`src/rtl/regfile_mp.sv`:
```
// regfile_mp: multi-port register file with a hardware clear walk after reset.
//
// After reset the file walks registers 1..NREG-1 writing zero (one per cycle),
// then raises ready. Register 0 is hardwired to zero. Writes are accepted only
// while ready. When two write ports hit the same address, the highest port wins.
//
// Optional feature (macro REGFILE_MP_BYPASS_EN): a same-cycle write is forwarded
// to matching read lanes. Without the macro, new data appears one cycle later.
//
// Ports:
//   clk    in  1          clock, rising edge
//   rst_n  in  1          synchronous active-low reset
//   we     in  NWP        per-port write enable
//   wa     in  NWP*AW     packed write addresses (port p at [p*AW +: AW])
//   wd     in  NWP*XLEN   packed write data
//   ra     in  NRP*AW     packed read addresses
//   rd     out NRP*XLEN   packed read data, combinational from ra
//   ready  out 1          clear walk finished; writes accepted
module regfile_mp #(
  parameter  int XLEN = 32,
  parameter  int NREG = 32,
  parameter  int NRP  = 2,
  parameter  int NWP  = 2,
  localparam int AW   = $clog2(NREG)
) (
  input  logic                clk,
  input  logic                rst_n,
  input  logic [NWP-1:0]      we,
  input  logic [NWP*AW-1:0]   wa,
  input  logic [NWP*XLEN-1:0] wd,
  input  logic [NRP*AW-1:0]   ra,
  output logic [NRP*XLEN-1:0] rd,
  output logic                ready
);

  typedef enum logic {S_CLEAR, S_READY} state_t;

  state_t          r_state, w_state_nxt;
  logic [AW-1:0]   r_cnt, w_cnt_nxt;
  logic            w_clr_we;
  logic            w_ready;

  logic [XLEN-1:0] r_mem [NREG];

  // State register
  always_ff @(posedge clk) begin
    if (!rst_n) begin
      r_state <= S_CLEAR;
      r_cnt   <= AW'(1);
    end else begin
      r_state <= w_state_nxt;
      r_cnt   <= w_cnt_nxt;
    end
  end

  // Next state: the edge that clears NREG-1 also moves to READY
  always_comb begin
    w_state_nxt = r_state;
    w_cnt_nxt   = r_cnt;
    w_clr_we    = 1'b0;
    w_ready     = 1'b0;
    case (r_state)
      S_CLEAR: begin
        w_clr_we  = 1'b1;
        w_cnt_nxt = r_cnt + AW'(1);
        if (r_cnt == AW'(NREG - 1)) w_state_nxt = S_READY;
      end
      S_READY: w_ready = 1'b1;
      default: w_state_nxt = S_CLEAR;
    endcase
  end

  assign ready = w_ready;

  // Storage has no reset of its own; zeroing comes only from the clear walk.
  // Ports are visited in ascending order so the highest port's NBA lands last.
  always_ff @(posedge clk) begin
    if (rst_n) begin
      if (w_clr_we) begin
        r_mem[r_cnt] <= '0;
      end else if (w_ready) begin
        for (int p = 0; p < NWP; p++) begin
          if (we[p] && (wa[p*AW +: AW] != '0))
            r_mem[wa[p*AW +: AW]] <= wd[p*XLEN +: XLEN];
        end
      end
    end
  end

  // Read lanes
  for (genvar g = 0; g < NRP; g++) begin : g_rd
    logic [AW-1:0]   w_ra;
    logic [XLEN-1:0] w_val;

    assign w_ra = ra[g*AW +: AW];

    always_comb begin
      w_val = r_mem[w_ra];
`ifdef REGFILE_MP_BYPASS_EN
      // Ascending scan: last match is the highest port, matching write priority
      for (int p = 0; p < NWP; p++) begin
        if (we[p] && (wa[p*AW +: AW] == w_ra))
          w_val = wd[p*XLEN +: XLEN];
      end
`endif
      if (!w_ready || (w_ra == '0)) w_val = '0;
    end

    assign rd[g*XLEN +: XLEN] = w_val;
  end

endmodule

```
`config.mk`:
```
export PLATFORM = sky130hd
export DESIGN_NAME = regfile_mp
export DESIGN_NICKNAME = d
export VERILOG_FILES = /design/src/rtl/regfile_mp.sv
export SDC_FILE = /design/constraint.sdc
export NUM_CORES = 2
export LEC_CHECK = 0
export CAP_MARGIN = 10
export CORE_MARGIN = 10
export CORE_UTILIZATION = 59
export DETAILED_ROUTE_END_ITERATION = 8
export PLACE_DENSITY = 0.84
export SKIP_CTS_REPAIR_TIMING = 1
export SLEW_MARGIN = 20
export SYNTH_ARGS = -nofsm -noshare
export SYNTH_HDL_FRONTEND = slang
export SYNTH_SLANG_ARGS = --single-unit
export TNS_END_PERCENT = 1
```
`constraint.sdc`:
```
create_clock -name clk -period 7.8 [get_ports clk]
set_input_delay 1.56 -clock clk [delete_from_list [all_inputs] [get_ports clk]]
set_output_delay 1.56 -clock clk [all_outputs]
set_load 0.02 [all_outputs]
```
==> run metrics <==
status complete, no violations; final core occ 65.8%; M2 GR Usage 52.2%; RSZ-0062 raised after global routing no; Longest Clk Path Bufs 3; Async SR Flop Fraction 0%; clock tree from TritonCTS built; CP arrival 5.10 ns; fin cells 5552; #FFs+latches synth 1030; vias in the first global route 43800; Final period util 85.4%; port buffer count 152; final period demand of the worst path 6.66 ns; worst slack, placed 1.37 ns; Commonest cells post-synth edfxtp_1, mux2_2, mux2i_1; register area share after synthesis 50.5%; pin count of the biggest net entering global routing 85; Power Density 180 nW/µm²; Cell Area, Synth 61100 µm²; core box area 102000 µm²; Die Area 117000 µm²; CTS sink count 1030; maximum operating frequency 150 MHz; top area cells in the synthesized netlist edfxtp_1, mux2_2, mux4_2; Setup TNS 0 ns; Setup Skew 0.0242 ns; row count 117; final worst setup slack 1.14 ns; Most used DFF post-synth edfxtp_1; layout cells sized above 1 39.7%; area leader, netlist edfxtp_1; Placer Congestion 0.909; crit path max fanout 11; DR DRC count 0; top cell type's share of synthesized area 50.3%; Routed WL 219000 µm; vias 44200; Die X-Extent 342 µm; met1 usage 44.9%; Static Leak 0.0247 µW; worst vdd ir 0.000209 V; Hold Crit Class register to register; Setup-failing EPs final 0; Final #Nets 4177; gr usage total 36.4%; Clock transition at path regs 0.06 ns; CTS root buffer clkbuf_16; cells on worst reg2reg path 4; Slew @ Worst Pin 1.31 ns; die extent in y 342 µm; grt ovf 0; Post-Syn Nets 4301; CTS buffer count 105; DR pass1 iterations 8; HPWL after DPL 126000 µm; GRT Max-Usage Layer met2; antenna violations before repair 10; Syn. warnings 0; met3 usage 14.6%; Boundary Pins 153; initial DRC count 8479; dominant cell by count in the synthesized netlist edfxtp_1; Setup Crit Path Kind input pin to primary output; htree depth 3; vias per cell 7.96; pins over their slew limit 0; DRT antenna net count 0; Post-synth EDFFs 1024; Req. time, crit path 6.24 ns; CP endpoint kind primary output; Gate Count Post-Synth 4211; Hold Crit Depth 2; first-pass GRT wire length 308000 µm; initial core utilization 59.7%; Mean Syn Cell Area 14.5 µm²; area grow syn2layout 10.2%; Synth cell types 61; CP startpoint kind input pin; Rel. slew slack 12.3%; routed len/inst 39.5 µm; Max-cap violations 0; final hold vios 0; Placed Cells 5344; insertion delay to the later sink of the worst-skew pair 0.72 ns
## layout make-up
cell class,instances,area [µm²]
clock inverter,67,653
clock buffer,126,2760
timing repair buffer,293,2780
antenna,11,27.5
inverter,1,3.75
multi-input combinational,2656,28500
sequential,1030,30900
fill,6878,35000
tap,1368,1710
## state kept, by name, indices dropped and copies added (netlist names)
signal / cells
r_state: 1
r_mem: 1024
r_cnt: 5
## placed cells by master, fill, tap and decap left out, drive strengths merged, types with 6 or more instances in the layout
master         netlist  layout
a21oi               59      59
a22o                41      41
a22oi              251     251
a31oi               42      42
and2                43      43
and3                25      25
buf                273     158
bufinv               0      12
clkbuf             251     127
clkdlybuf4s50        0     134
clkinv               0      51
dfxtp                6       6
diode                0      11
edfxtp            1024    1024
mux2               992     992
mux2i              519     519
mux4               253     253
nand2               80      80
nand2b               6       6
nand3              143     143
nand4               67      67
nor2                38      38
nor2b               14      14
nor3                10      10
o21ai                9       9
o21bai               6       6
o22ai               19      19
## report_power, final
| part | internal (µW) | total, µW | switching, µW |
|---|---|---|---|
| logic | 307 | 863 | 556 |
| clock network | 2910 | 5150 | 2240 |
| registers | 6050 | 6080 | 26.8 |
## final timing paths
path,from,endpoint,slack (ns)
hold reg to reg,r_cnt[0]$_SDFFE_PN1N_,r_cnt[0]$_SDFFE_PN1N_,0.63
setup / recovery,ra[4],rd[0],1.14
hold / removal,r_cnt[0]$_SDFFE_PN1N_,r_cnt[0]$_SDFFE_PN1N_,0.63
setup reg to reg,r_state$_SDFF_PN0_,r_mem[1][11]$_DFFE_PP_,3.74
## cell families after synthesis
logic type / count (synthesis) / synth area share [%]
xor+xnor: 3 / 0.0430
simple gates: 449 / 4.08
compound gates: 438 / 5.09
fa+ha+maj: 2 / 0.0410
flops: 1030 / 50.5
buf+inv: 525 / 4.08
mux: 1764 / 36.1
## worst max-delay path, stage by stage
cell and delay [ns]:
clkdlybuf4s50_1 0.65, nor3b_4 0.67, and2_1 1.01, nand2_1 0.13, nand4_1 0.36, clkdlybuf4s50_1 0.69
## stage by stage
step	total power, µW	instance area (µm²)	hold slack [ns]
after floorplan	6700	61100	0.563
final	12100	67300	0.631
after global routing	12300	67300	0.654
after global placement	7000	63800	0.606
after CTS	12000	67200	0.635
after detailed placement	7020	63800	0.621
## routing by layer
layer  up-vias  routed length [µm]
met3      1178               37400
met5         -                  80
met1     21600               70600
li1      16700                   -
met2      4687               93800
met4        12               17400
No activity file was read; power rests on OpenSTA's default activity.
